**src/rtl/alu_op_sequencer.sv**
```systemverilog
// alu_op_sequencer: command FIFO plus a three-state issue/wait/respond sequencer
// that feeds a 16-bit ALU and returns its result over a valid/ready port.
// Optional macro ALU_SEQ_STATS_EN adds the op_count and overflow_seen outputs.
module alu_op_sequencer #(
  parameter int unsigned DEPTH   = 4,
  parameter int unsigned ALU_LAT = 1
) (
  input  logic        clk,
  input  logic        reset,
  input  logic        cmd_valid,
  output logic        cmd_ready,
  input  logic [15:0] cmd_a,
  input  logic [15:0] cmd_b,
  input  logic [3:0]  cmd_opcode,
  input  logic        cmd_mode,
  input  logic        cmd_carry_in,
  input  logic        cmd_chain,
  output logic [15:0] alu_operand_a,
  output logic [15:0] alu_operand_b,
  output logic [3:0]  alu_opcode,
  output logic        alu_mode,
  output logic        alu_carry_in,
  input  logic [15:0] alu_result,
  input  logic        alu_carry_out,
  output logic        rsp_valid,
  input  logic        rsp_ready,
  output logic [15:0] rsp_result,
  output logic        rsp_carry,
  output logic        busy
`ifdef ALU_SEQ_STATS_EN
  ,
  output logic [15:0] op_count,
  output logic        overflow_seen
`endif
);

  localparam int unsigned PTR_W = (DEPTH < 2) ? 1 : $clog2(DEPTH);
  localparam int unsigned CNT_W = PTR_W + 1;
  localparam int unsigned LAT_W = (ALU_LAT < 2) ? 1 : $clog2(ALU_LAT + 1);
  localparam logic [CNT_W-1:0] FULL_CNT = CNT_W'(DEPTH);
  localparam logic [LAT_W-1:0] LAT_INIT = LAT_W'(ALU_LAT);

  typedef struct packed {
    logic [15:0] a;
    logic [15:0] b;
    logic [3:0]  opcode;
    logic        mode;
    logic        carry_in;
    logic        chain;
  } cmd_t;

  typedef enum logic [1:0] {
    S_IDLE,
    S_WAIT,
    S_RESP
  } state_t;

  // FIFO storage and bookkeeping
  cmd_t             mem_q [DEPTH];
  cmd_t             mem_d [DEPTH];
  logic [PTR_W-1:0] wr_ptr_q, wr_ptr_d;
  logic [PTR_W-1:0] rd_ptr_q, rd_ptr_d;
  logic [CNT_W-1:0] count_q, count_d;

  // Sequencer state and registered outputs
  state_t           state_q, state_d;
  logic [LAT_W-1:0] lat_cnt_q, lat_cnt_d;
  logic             carry_reg_q, carry_reg_d;
  logic [15:0]      alu_a_q, alu_a_d;
  logic [15:0]      alu_b_q, alu_b_d;
  logic [3:0]       alu_op_q, alu_op_d;
  logic             alu_mode_q, alu_mode_d;
  logic             alu_cin_q, alu_cin_d;
  logic             rsp_valid_q, rsp_valid_d;
  logic [15:0]      rsp_result_q, rsp_result_d;
  logic             rsp_carry_q, rsp_carry_d;

  logic push;
  logic pop;
  cmd_t head;
  cmd_t entry_in;

  assign cmd_ready = (count_q != FULL_CNT);
  assign push      = cmd_valid && cmd_ready;
  assign pop       = (state_q == S_IDLE) && (count_q != '0);
  assign head      = mem_q[rd_ptr_q];

  assign entry_in.a        = cmd_a;
  assign entry_in.b        = cmd_b;
  assign entry_in.opcode   = cmd_opcode;
  assign entry_in.mode     = cmd_mode;
  assign entry_in.carry_in = cmd_carry_in;
  assign entry_in.chain    = cmd_chain;

  // FIFO next-state: write on push, advance read pointer on pop, track occupancy
  always_comb begin
    for (int unsigned i = 0; i < DEPTH; i++) begin
      mem_d[i] = mem_q[i];
    end
    wr_ptr_d = wr_ptr_q;
    rd_ptr_d = rd_ptr_q;
    count_d  = count_q;
    if (push) begin
      mem_d[wr_ptr_q] = entry_in;
      wr_ptr_d        = wr_ptr_q + PTR_W'(1);
    end
    if (pop) begin
      rd_ptr_d = rd_ptr_q + PTR_W'(1);
    end
    case ({push, pop})
      2'b10:   count_d = count_q + CNT_W'(1);
      2'b01:   count_d = count_q - CNT_W'(1);
      default: count_d = count_q;
    endcase
  end

  // FIFO registers
  always_ff @(posedge clk or negedge reset) begin
    if (!reset) begin
      for (int unsigned i = 0; i < DEPTH; i++) begin
        mem_q[i] <= '0;
      end
      wr_ptr_q <= '0;
      rd_ptr_q <= '0;
      count_q  <= '0;
    end else begin
      for (int unsigned i = 0; i < DEPTH; i++) begin
        mem_q[i] <= mem_d[i];
      end
      wr_ptr_q <= wr_ptr_d;
      rd_ptr_q <= rd_ptr_d;
      count_q  <= count_d;
    end
  end

  // Sequencer next-state: issue head entry, count down ALU latency, hold response
  always_comb begin
    state_d      = state_q;
    lat_cnt_d    = lat_cnt_q;
    carry_reg_d  = carry_reg_q;
    alu_a_d      = alu_a_q;
    alu_b_d      = alu_b_q;
    alu_op_d     = alu_op_q;
    alu_mode_d   = alu_mode_q;
    alu_cin_d    = alu_cin_q;
    rsp_valid_d  = rsp_valid_q;
    rsp_result_d = rsp_result_q;
    rsp_carry_d  = rsp_carry_q;
    case (state_q)
      S_IDLE: begin
        if (pop) begin
          alu_a_d    = head.a;
          alu_b_d    = head.b;
          alu_op_d   = head.opcode;
          alu_mode_d = head.mode;
          // chained ops take the carry left by the last completed op
          alu_cin_d  = head.chain ? carry_reg_q : head.carry_in;
          lat_cnt_d  = LAT_INIT;
          state_d    = S_WAIT;
        end
      end
      S_WAIT: begin
        if (lat_cnt_q == '0) begin
          rsp_result_d = alu_result;
          rsp_carry_d  = alu_carry_out;
          carry_reg_d  = alu_carry_out;
          rsp_valid_d  = 1'b1;
          state_d      = S_RESP;
        end else begin
          lat_cnt_d = lat_cnt_q - LAT_W'(1);
        end
      end
      S_RESP: begin
        if (rsp_ready) begin
          rsp_valid_d = 1'b0;
          state_d     = S_IDLE;
        end
      end
      default: state_d = S_IDLE;
    endcase
  end

  // Sequencer registers, including all registered outputs
  always_ff @(posedge clk or negedge reset) begin
    if (!reset) begin
      state_q      <= S_IDLE;
      lat_cnt_q    <= '0;
      carry_reg_q  <= 1'b0;
      alu_a_q      <= '0;
      alu_b_q      <= '0;
      alu_op_q     <= '0;
      alu_mode_q   <= 1'b0;
      alu_cin_q    <= 1'b0;
      rsp_valid_q  <= 1'b0;
      rsp_result_q <= '0;
      rsp_carry_q  <= 1'b0;
    end else begin
      state_q      <= state_d;
      lat_cnt_q    <= lat_cnt_d;
      carry_reg_q  <= carry_reg_d;
      alu_a_q      <= alu_a_d;
      alu_b_q      <= alu_b_d;
      alu_op_q     <= alu_op_d;
      alu_mode_q   <= alu_mode_d;
      alu_cin_q    <= alu_cin_d;
      rsp_valid_q  <= rsp_valid_d;
      rsp_result_q <= rsp_result_d;
      rsp_carry_q  <= rsp_carry_d;
    end
  end

  assign alu_operand_a = alu_a_q;
  assign alu_operand_b = alu_b_q;
  assign alu_opcode    = alu_op_q;
  assign alu_mode      = alu_mode_q;
  assign alu_carry_in  = alu_cin_q;
  assign rsp_valid     = rsp_valid_q;
  assign rsp_result    = rsp_result_q;
  assign rsp_carry     = rsp_carry_q;
  assign busy          = (state_q != S_IDLE) || (count_q != '0);

`ifdef ALU_SEQ_STATS_EN
  logic [15:0] op_count_q, op_count_d;
  logic        overflow_q, overflow_d;

  // Completed-handshake counter (wrapping) and sticky push-while-full flag
  always_comb begin
    op_count_d = op_count_q;
    overflow_d = overflow_q;
    if (rsp_valid_q && rsp_ready) begin
      op_count_d = op_count_q + 16'd1;
    end
    if (cmd_valid && !cmd_ready) begin
      overflow_d = 1'b1;
    end
  end

  // Statistics registers
  always_ff @(posedge clk or negedge reset) begin
    if (!reset) begin
      op_count_q <= '0;
      overflow_q <= 1'b0;
    end else begin
      op_count_q <= op_count_d;
      overflow_q <= overflow_d;
    end
  end

  assign op_count      = op_count_q;
  assign overflow_seen = overflow_q;
`endif

endmodule
```
**config.mk**
```make
export PLATFORM = sky130hd
export DESIGN_NAME = alu_op_sequencer
export DESIGN_NICKNAME = d
export VERILOG_FILES = /design/src/rtl/alu_op_sequencer.sv
export SDC_FILE = /design/constraint.sdc
export NUM_CORES = 1
export LEC_CHECK = 0
export BUFFER_PORTS_ARGS = -buffer_cell sky130_fd_sc_hd__buf_2
export CAP_MARGIN = 20
export CORE_UTILIZATION = 50
export CTS_CLUSTER_SIZE = 28
export DETAILED_ROUTE_END_ITERATION = 6
export PLACE_DENSITY = 0.84
export SKIP_LAST_GASP = 1
export SYNTH_ARGS = -nofsm -noshare
export SYNTH_HDL_FRONTEND = slang
export SYNTH_SLANG_ARGS = --single-unit
export TNS_END_PERCENT = 50
```
**constraint.sdc**
```tcl
create_clock -name clk -period 2.05 [get_ports clk]
set_input_delay 0 -clock clk [delete_from_list [all_inputs] [get_ports clk]]
set_output_delay 0 -clock clk [all_outputs]
set_load 0.1 [all_outputs]
```
Word level (Yosys, flattened, before mapping)

Index checks and enable logic that the tools add are counted.

Add/subtract/negate cells: 5
Order comparisons: 3
Equal/unequal tests: 8
Muxes and demuxes: 18
Bitwise gates (word level): 3
Reductions and logical operators: 15

Operators with widths:

| operator                                           | number |
|---|---|
| bitwise mux 156 bit                                | 1 |
| 2-to-1 mux 39 bit                                  | 3 |
| binary-select mux 39 bit (select 2 bit)            | 1 |
| demux 39 bit (select 2 bit)                        | 1 |
| nonzero test 2 bit                                 | 4 |
| >= comparator 3 bit, second input constant         | 2 |
| 2-to-1 mux 2 bit                                   | 3 |
| != test 2 bit, second input constant               | 3 |
| inverter 2 -> 3 bit                                | 2 |
| case mux 2 bit (3 select lines)                    | 1 |
| case mux 3 bit (2 select lines)                    | 1 |
| AND reduction 2 bit                                | 3 |
| AND reduction 3 bit                                | 2 |
| 2-to-1 mux 1 bit                                   | 5 |
| adder 2 x 1 -> 2 bit, second input constant        | 2 |
| == test 2 x 1 -> 1 bit, second input constant      | 2 |
| == test 2 bit, second input constant               | 2 |
| case mux 1 bit (2 select lines)                    | 2 |
| adder 3 x 1 -> 3 bit, second input constant        | 1 |
| logical AND 1 bit                                  | 3 |
| < comparator 3 x 1 -> 1 bit, second input constant | 1 |
| != test 3 bit, second input constant               | 1 |
| nonzero test 3 bit                                 | 1 |
| subtractor 3 x 1 -> 3 bit, second input constant   | 1 |
| other kinds (4)                                    | 4 |

Register bits: 222
Bits of input ports: 60
Output and inout port bits: 58
Word-level logic and storage cells: 89

Longest topological paths before layout

Gate-level depths: netlist of the first run.

Word-level depth: 6
Depth in mapped cells: 9
Gate-level depth less buffers: 8

Least setup slack after synthesis of the first run

No wires, ideal clock.

Path kind: reg2reg
Start: register count_q[1]
End: register count_q[2]
Setup time: 0.125 ns
Arrival: 2.114 ns
Data required time: 1.925 ns
Slack: -0.189 ns
Cell stages (with the launch flop): 10
Buffers on the path: 1
Period minus slack after synthesis: 2.239 ns
Path through: dfrtp_1 or3_1 nand2_1 buf_2 inv_1 ha_1 fa_1 xnor2_1 nor2_1 xor2_1

Longest elaborated chain between the ends: 4
Elaborated cells on any way between the ends: 10
Those cells by class: 2 x add/sub; 3 x eq/ne; 1 x mux; 4 x reduce/logical

Ends and longest elaborated chain:

| item                                                                         | RTL line | RTL |
|---|---|---|
| start: declaration                                                           | 63       | `logic [CNT_W-1:0] count_q, count_d;` |
| start signal: assignment                                                     | 132      | `count_q <= count_d;` |
| nonzero test 3 bit *                                                         | 85       | `assign pop = (state_q == S_IDLE) && (count_q != '0);` |
| logical AND 1 bit *                                                          | 85       |  |
| net pop                                                                      | 79       | `logic pop;` |
| == test 2 x 1 -> 1 bit / == test 2 bit (equally long branches)               | 110      | `case ({push, pop})` |
| case mux 3 bit (2 select lines) / nonzero test 2 bit (equally long branches) | n/a      |  |

The timed path passes the listed nets; every way through them passes the cells marked *.
A chain may end at the register's enable or synchronous reset.

Final worst setup path of the first run

Start: register count_q[1]
End: register count_q[1]

Longest elaborated chain between the ends: 4
Elaborated cells on any way between the ends: 10
Those cells by class: 2 x add/sub; 3 x eq/ne; 1 x mux; 4 x reduce/logical

Ends and longest elaborated chain:

| item                                                           | RTL line |
|---|---|
| != test 3 bit / nonzero test 3 bit (equally long branches)     | 83, 85 |
| logical AND 1 bit (on tied branches)                           | 84, 85 |
| == test 2 x 1 -> 1 bit / == test 2 bit (equally long branches) | 110 |
| case mux 3 bit (2 select lines) *                              | 110 |
| net count_d[1]                                                 | 63 |

Marked as above.

==> flow_summary.yaml, run 1 <==
logic_synthesis:
  synthCells: 550
  synth_nets: 616
  synth_top_family_by_area: "multiplexers"
  synth_xor_area_share_pct: 0.552
  synthFlopType: "dfrtp_1"
  synth-simple-area-share_pct: 1.24
  yosys.area.top_type: "dfrtp_1"
  synth_top_area_share_pct: 58.4
  ys_types: 29
  synth_seq_cells: 222
  synthAdderAreaFrac_pct: 0.868
  ys_top_cells_by_area: "dfrtp_1 (58%), mux2_2 (20%), mux4_2 (9.0%), mux2_4 (4.7%), mux2_1 (1.2%)"
  synth.avg_cell_area_um2: 17.3
  yosysSeqAreaShare_pct: 58.4
  async_flop_share_pct: 100
  netlist_area_um2: 9520
  synth_compound_area_share_pct: 0.158
  ys.warnings.count: 0
  synth.area.mux_share_pct: 35.9
  synth_edf_count: 0
sta:
  setup_viol: 0
  fin_hold_ws_ps: 74.8
  hold_violations: 0
  skew_ps: 6.94
  period_needed_ps: 1970
  worstMarginPinSlew_ps: 627
  post-route-period-util_pct: 96.3
  fin_tns_setup_ps: 0
  maxSlewViolCount: 0
  rsz0062_at_grt: "false"
  slew_headroom_pct: 58.2
  fmax_ghz: 0.507
grt:
  grt_max_degree: 72
  use_met3_pct: 3.18
  use_met1_pct: 25.5
  overflow: 0
  gr-max-usage-layer: "met2"
  first_global_vias: 6135
  antenna_found_initial: 0
  grt_usage_pct: 21.0
  grt_pass1_wl_um: 32400
  use_met2_pct: 38.8
die:
  start_util_pct: 50.9
  dieArea_um2: 19600
  coreArea_um2: 18700
  rows: 50
  num_io_pins: 118
  die_h_um: 140
  die_w_um: 140
cells_and_area:
  drive_gt1_share_pct: 56.6
  final_common_cell: "dfrtp_1"
  final_cell_mix: "dfrtp_1 (220), mux2_2 (172), buf_2 (116)"
  n_fill_cell: 1293
  final_nets: 811
  instances_no_fill: 992
  num_antenna_cells: 0
  area_delta_synth_final_pct: 24.3
worst_setup_path:
  critical_path_class: "reg2reg"
  end_kind: "flop"
  path_max_fanout: 4
  worstPathRequired_ps: 2420
  critPathArrivalTime_ps: 2350
  start_kind: "flop"
placed_design:
  dp_cells: 893
  dp.final_hpwl_um: 12700
  routabilityCongestion: 0.731
  port_buffers: 117
clock_network:
  htreeDepth: 1
  clock_latency_ps: 490
  clockRootBuffer: "clkbuf_16"
  cts_num_sinks: 222
  cts_tree: "built"
  clockBufferDepth: 3
  cts_buffers: 23
  clkSlewWorstSetupHoldPaths_ps: 60
drt:
  wl_per_cell_um: 19.8
  drc: 0
  first_pass_iters: 4
  drt_iter0_drc: 180
  vias_per_cell: 5.47
  num_vias: 5425
  drtAntennaViolNets: 0
  routed_wl_um: 19600
status:
  outcome: "finished clean"
run:
  drv_cap: 0
worst_hold_path:
  hp-class: "in2async"
[cells in the mapped netlist (3+ instances only)]
library cell  count
buf_12            3
mux2_4           30
nand3_2           4
mux2_1           10
ha_1              5
mux4_2           38
nor2_1            6
nand2_1           3
dfrtp_1         222
mux2_2          172
clkbuf_1          3
mux2i_1           6
a21oi_1           3
xnor2_1           5
buf_2            11
buf_6             4
buf_4             9
inv_1             5
[cell type report]
cell class / instances / area, um^2 / area share [%]
sequential: 222 / 5560 / 47.0
inverter: 5 / 18.8 / 0.159
tap: 234 / 293 / 2.48
timing repair buffer: 202 / 1560 / 13.1
clock inverter: 4 / 20.0 / 0.169
clock buffer: 34 / 677 / 5.72
multi-input combinational: 291 / 3710 / 31.3
[registers in the layout, summed over array words and instances (netlist names), 2 cells and up]
| name | flops |
|---|---|
| alu_opcode | 4 |
| alu_operand_a | 16 |
| alu_operand_b | 16 |
| count_q | 3 |
| mem_q | 156 |
| rd_ptr_q | 2 |
| rsp_result | 16 |
| state_q | 2 |
| wr_ptr_q | 2 |
[per-layer routing]
metal	part of all wire, %	vias up
met1	41	2875
met4	2.2	0
met2	54	111
met3	3.5	34
li1	-	2405
met5	0	-
[worst max-delay path, stage by stage (launching register included)]
cell and delay (ps):
dfrtp_1 410, or3b_4 410, nand2_2 110, ha_2 210
fa_2 440, mux2_2 270
[logic make-up (layout without fill, tap and decap cells)]
family | after synthesis | in the layout
multiplexers | 256 | 256
flip-flops | 222 | 222
buffers and inverters | 37 | 245
AND/OR/NAND/NOR | 20 | 20
adder cells (fa/ha/maj) | 6 | 6
XOR/XNOR | 6 | 6
AO/OA/AOI/OAI | 3 | 3
[per-stage QoR]
step,area [um^2],setup WS [ps],utilization [%]
after floorplan,9550,-8.28,-
after global placement,10500,74.7,56.3
after detailed placement,10500,40.1,56.3
after CTS,11800,17.8,63.1
after global routing,11800,18.8,63.2
final,11800,76.4,63.2
[final timing paths]
check / start / end / slack, ps / depth (start not counted)
setup / recovery: count_q[1] / count_q[1] / 80 / 5
min in group clk: alu_result[3] / rsp_result[3] / 280 / 3
setup reg to reg: count_q[1] / count_q[1] / 80 / 5
hold reg to reg: mem_q[69] / mem_q[69] / 490 / 1
max in group asynchronous: reset / mem_q[43] / 1180 / 3
hold / removal: reset / alu_operand_a[2] / 70 / 2
[repair_timing]
item	in CTS	in global routing
endpoints found under the hold margin	285	0
setup endpoints to repair	0	11
hold buffers	59	0
buffers inserted	0	2
gates resized for setup	0	1
Power of run 1 is left out: the tool's default activity adds up to more than one toggle a clock period on the data nets, which glitch-free logic cannot reach.
==> run 2: changes to the inputs <==
--- a/config.mk
+++ b/config.mk
@@ -8,7 +8,9 @@
 export BUFFER_PORTS_ARGS = -buffer_cell sky130_fd_sc_hd__buf_2
 export CAP_MARGIN = 20
 export CORE_UTILIZATION = 50
-export CTS_CLUSTER_SIZE = 28
+export CTS_BUF_LIST = sky130_fd_sc_hd__clkbuf_4
+export CTS_CLUSTER_DIAMETER = 50
+export CTS_CLUSTER_SIZE = 25
 export DETAILED_ROUTE_END_ITERATION = 6
 export PLACE_DENSITY = 0.84
 export SKIP_LAST_GASP = 1
==> run 2 against run 1 <==
Compared with the run above:
- worst hold slack gained 33 ps
- utilization shrank 1.4 points
- non-clock buffer count grew 1
- maximum frequency shrank 0.67%
- clock skew grew 28 ps
- die area is the same
- design area shrank 2.2%
- global-route usage shrank 0.30 points
- register-to-register slack is essentially flat
- first-iteration DRC count shrank 25%
- setup slack lost 13 ps
- routed wire length shrank 1.6%
==> flow_summary.yaml, run 2 (synthesis gave the netlist of run 1 again) <==
status:
  outcome: "finished clean"
die:
  start_util_pct: 50.9
  num_io_pins: 118
  rows: 50
  dieArea_um2: 19600
  die_w_um: 140
  die_h_um: 140
  coreArea_um2: 18700
placed_design:
  routabilityCongestion: 0.731
  pre_cts_ws_ps: 40.1
  dp.final_hpwl_um: 12700
  dp_cells: 893
  port_buffers: 117
drt:
  top_layer_used: "met4"
  wl_met2_um: 10300
  wl_met3_um: 637
  num_vias: 5386
  wl_per_cell_um: 19.4
  routed_wl_um: 19300
  drtAntennaViolNets: 0
  drt-met1-wl_um: 7950
  vias_per_cell: 5.41
  drc: 0
  first_pass_iters: 4
  drt_iter0_drc: 135
cells_and_area:
  final_common_cell: "dfrtp_1"
  final_cell_mix: "dfrtp_1 (220), mux2_2 (172), buf_2 (115)"
  instances_no_fill: 996
  largest_reg_flops: 156
  drive_gt1_share_pct: 57.2
  n_fill_cell: 1326
  fin_util_pct: 61.8
  multiInputGateArea_um2: 3720
  largest_register: "mem_q"
  area_delta_synth_final_pct: 21.6
  final_nets: 811
  regArea_um2: 5560
sta:
  rsz0062_at_grt: "true"
  setup_ws_ps: 63.1
  maxSlewViolCount: 0
  fmax_ghz: 0.503
  slew_headroom_pct: 57.7
  period_needed_ps: 1990
  fin_hold_ws_ps: 108
  hold_violations: 0
  setup_viol: 0
  post-route-period-util_pct: 96.9
  worstMarginPinSlew_ps: 634
  skew_ps: 35.4
clock_network:
  cts_buffers: 22
  htreeDepth: 1
  clockRootBuffer: "clkbuf_4"
  clkSlewWorstSetupHoldPaths_ps: 170
  clockBufferDepth: 3
  cts_num_sinks: 222
  clock_latency_ps: 650
  cts_tree: "built"
worst_setup_path:
  cp_num_buf_inv: 1
  critPathArrivalTime_ps: 2510
  path_cells: "or3_4 -> nand2_4 -> buf_4 -> mux2_2"
  cp_slowest_cell: "buf_4"
  end_kind: "flop"
  path_max_fanout: 39
  slowest_delay_ps: 530
  worstPathRequired_ps: 2570
  critPathTopFamily: "buffers and inverters"
  start_kind: "flop"
  critical_path_class: "reg2reg"
worst_hold_path:
  hp-class: "in2reg"
run:
  drv_cap: 0
grt:
  first_global_vias: 6142
  grt_pass1_wl_um: 31900
  overflow: 0
  grt_max_degree: 72
  antenna_found_initial: 1
  grt_usage_pct: 20.7
==> run 2: cell types whose count changed in the layout (fill, tap and decap cells not counted), sizes merged <==
| cell | previous run | this run |
|---|---|---|
| bufinv | 0 | 2 |
| clkbuf | 35 | 24 |
| diode | 0 | 1 |
| clkinv | 4 | 5 |
| inv | 5 | 12 |
| dlygate4sd3 | 59 | 60 |
| clkinvlp | 0 | 3 |
==> run 2: cell type report <==
class | instances | share of cell area, %
Clock buffer | 23 | 1.49
Clock inverter | 17 | 2.06
Antenna cell | 1 | 0.0216
Timing Repair Buffer | 203 | 13.6
Multi-Input combinational cell | 291 | 32.1
Sequential cell | 222 | 48.1
Tap cell | 234 | 2.53
Inverter | 5 | 0.162
==> run 2: repair_timing <==
item	CTS	global route
gates resized for setup	1	2
endpoints found under the setup margin	2	26
buffers inserted	0	2
pin swaps	0	3
hold buffers	60	0
endpoints found under the hold margin	401	0
==> run 2: path summary, 6_finish.rpt <==
kind	startpoint	endpoint	slack [ps]	cells after the start
min in group asynchronous	reset	mem_q[64]	420	3
hold reg to reg	count_q[2]	count_q[2]	500	1
max in group asynchronous	reset	mem_q[50]	820	4
setup reg to reg	count_q[0]	alu_operand_b[1]	60	4
setup / recovery	count_q[0]	alu_operand_b[1]	60	4
hold / removal	alu_result[2]	rsp_result[2]	110	3
==> run 2: worst reg2reg max path, delay by kind of cell (launching register included) <==
| kind | cells | cell delay (ps) |
|---|---|---|
| buffers and inverters | 1 | 530 |
| AND/OR/NAND/NOR | 2 | 510 |
| flip-flops | 1 | 430 |
| multiplexers | 1 | 420 |
==> run 2: stage by stage <==
step	instance area [um^2]	setup TNS, ps
global route	11600	-33.0
global placement	10500	0
detailed placement	10500	0
floorplan	9550	-11.1
CTS	11500	-2.52
finish	11600	0
==> run 2: layer usage <==
layer	vias up	global-route usage, %
met1	2835	25.0
met4	0	6.25
met5	-	0
met3	32	3.35
met2	105	38.1
li1	2414	-
Power of run 2 is left out for the same reason.
==> run 3: changes to the inputs <==
--- a/config.mk
+++ b/config.mk
@@ -12,7 +12,7 @@
 export CTS_CLUSTER_DIAMETER = 50
 export CTS_CLUSTER_SIZE = 25
 export DETAILED_ROUTE_END_ITERATION = 6
-export PLACE_DENSITY = 0.84
+export PLACE_DENSITY = 0.81
 export SKIP_LAST_GASP = 1
 export SYNTH_ARGS = -nofsm -noshare
 export SYNTH_HDL_FRONTEND = slang
==> run 3 against run 2 <==
Compared with the run above:
- global-route usage down 0.083 points
- non-clock buffer count down 3
- design area down 1.1%
==> flow_summary.yaml, run 3 (synthesis gave the netlist of run 1 again) <==
die:
  die_h_um: 140
  dieArea_um2: 19600
  num_io_pins: 118
  start_util_pct: 50.9
  coreArea_um2: 18700
  die_w_um: 140
  rows: 50
sta:
  worstMarginPinSlew_ps: 623
  period_needed_ps: 2010
  setup_viol: 0
  rsz0062_at_grt: "true"
  maxSlewViolCount: 0
  fmax_ghz: 0.498
  post-route-period-util_pct: 98.0
  hold_violations: 0
  slew_headroom_pct: 58.5
  skew_ps: 41.5
cells_and_area:
  drive_gt1_share_pct: 57.5
  largest_register: "mem_q"
  instances_no_fill: 992
  final_cell_mix: "dfrtp_1 (219), mux2_2 (172), buf_2 (116)"
  area_delta_synth_final_pct: 20.3
  final_common_cell: "dfrtp_1"
  final_nets: 808
  largest_reg_flops: 156
clock_network:
  cts_buffers: 22
  cts_num_sinks: 222
  clock_latency_ps: 650
  cts_tree: "built"
  clockRootBuffer: "clkbuf_4"
  clockBufferDepth: 3
  clkSlewWorstSetupHoldPaths_ps: 150
  htreeDepth: 1
worst_setup_path:
  startpoint: "count_q[2]"
  worstRegToRegCells: 8
  path_cells: "or3_4 -> nand2_4 -> inv_2 -> ha_4 -> fa_2 -> xnor2_2 -> nor2_2 -> xor2_1"
  critical_path_class: "reg2reg"
  end_kind: "flop"
  worstPathRequired_ps: 2570
  slowest_delay_ps: 440
  start_kind: "flop"
  reg2reg_to: "count_q[2]"
  reg2reg_from: "count_q[2]"
  r2r_slack_ps: 40
  path_max_fanout: 5
  cp-endpoint: "count_q[2]"
  critPathArrivalTime_ps: 2530
  cp_slowest_cell: "or3_4"
drt:
  routed_wl_um: 19200
  drt_iter0_drc: 185
  drc: 0
  num_vias: 5415
  vias_per_cell: 5.46
  first_pass_iters: 4
  wl_per_cell_um: 19.3
  drtAntennaViolNets: 0
placed_design:
  dp.final_hpwl_um: 12300
  port_buffers: 117
  dp_cells: 889
  routabilityCongestion: 0.728
grt:
  first_global_vias: 6166
  grt_max_degree: 81
  grt_pass1_wl_um: 31900
  grt_usage_pct: 20.6
  overflow: 0
  antenna_found_initial: 1
status:
  outcome: "finished clean"
run:
  drv_cap: 0
worst_hold_path:
  hp-class: "in2reg"
## run 3: cell type report
| cell class | count | area [um^2] |
|---|---|---|
| diodes | 1 | 2.50 |
| clock buffers | 24 | 180 |
| clock inverters | 15 | 168 |
| fillers | 1367 | 7260 |
| inverters | 5 | 18.8 |
| multi-input cells | 291 | 3730 |
| flip-flops and latches | 222 | 5560 |
| well taps | 234 | 293 |
| repair buffers | 200 | 1490 |
## run 3: worst min path at each step
stage	startpoint	endpoint	slack (ps)	cells past startpoint
after floorplan	reset	alu_carry_in	-300	0
after global placement	reset	rsp_result[7]	10	1
final	alu_result[12]	rsp_result[12]	130	3
after detailed placement	reset	rsp_result[7]	40	1
after global routing	alu_result[12]	rsp_result[12]	70	3
after CTS	alu_result[8]	rsp_result[8]	70	3
## run 3: routing by layer
| layer | routed length (um) | part of all wire [%] | GRT usage, % |
|---|---|---|---|
| met1 | 7820 | 41 | 25.5 |
| met3 | 613 | 3.2 | 2.67 |
| met5 | 0 | 0 | 0 |
| met2 | 10300 | 54 | 37.8 |
| met4 | 395 | 2.1 | 6.25 |
## run 3: critical path, delay by kind of cell (launching register included)
kind,cells,cell delay (ps)
xor gates and xnor gates,2,330
adders and majority gates,2,530
buffers and inverters,1,40
DFF,1,430
and+or+nand+nor,3,580
## run 3: stage by stage
| stage | util, % | area [um^2] | setup WS [ps] | hold WS (ps) | setup TNS (ps) |
|---|---|---|---|---|---|
| after global routing | 61.2 | 11400 | -2.24 | 72.1 | -2.24 |
| after CTS | 61.0 | 11400 | 27.9 | 68.6 | 0 |
| final | 61.2 | 11400 | 40.5 | 129 | 0 |
| after detailed placement | 55.8 | 10400 | 41.9 | 36.8 | 0 |
| after floorplan | - | 9550 | -8.28 | -296 | -11.1 |
| after global placement | 55.8 | 10400 | 86.1 | 14.0 | 0 |
## run 3: timing repair
item,CTS,global route
setup buffers,1,2
hold buffers,60,0
hold endpoints to repair,401,0
pin swaps,0,5
gates resized for setup,0,6
endpoints found under the setup margin,1,2
Power of run 3 is left out for the same reason.
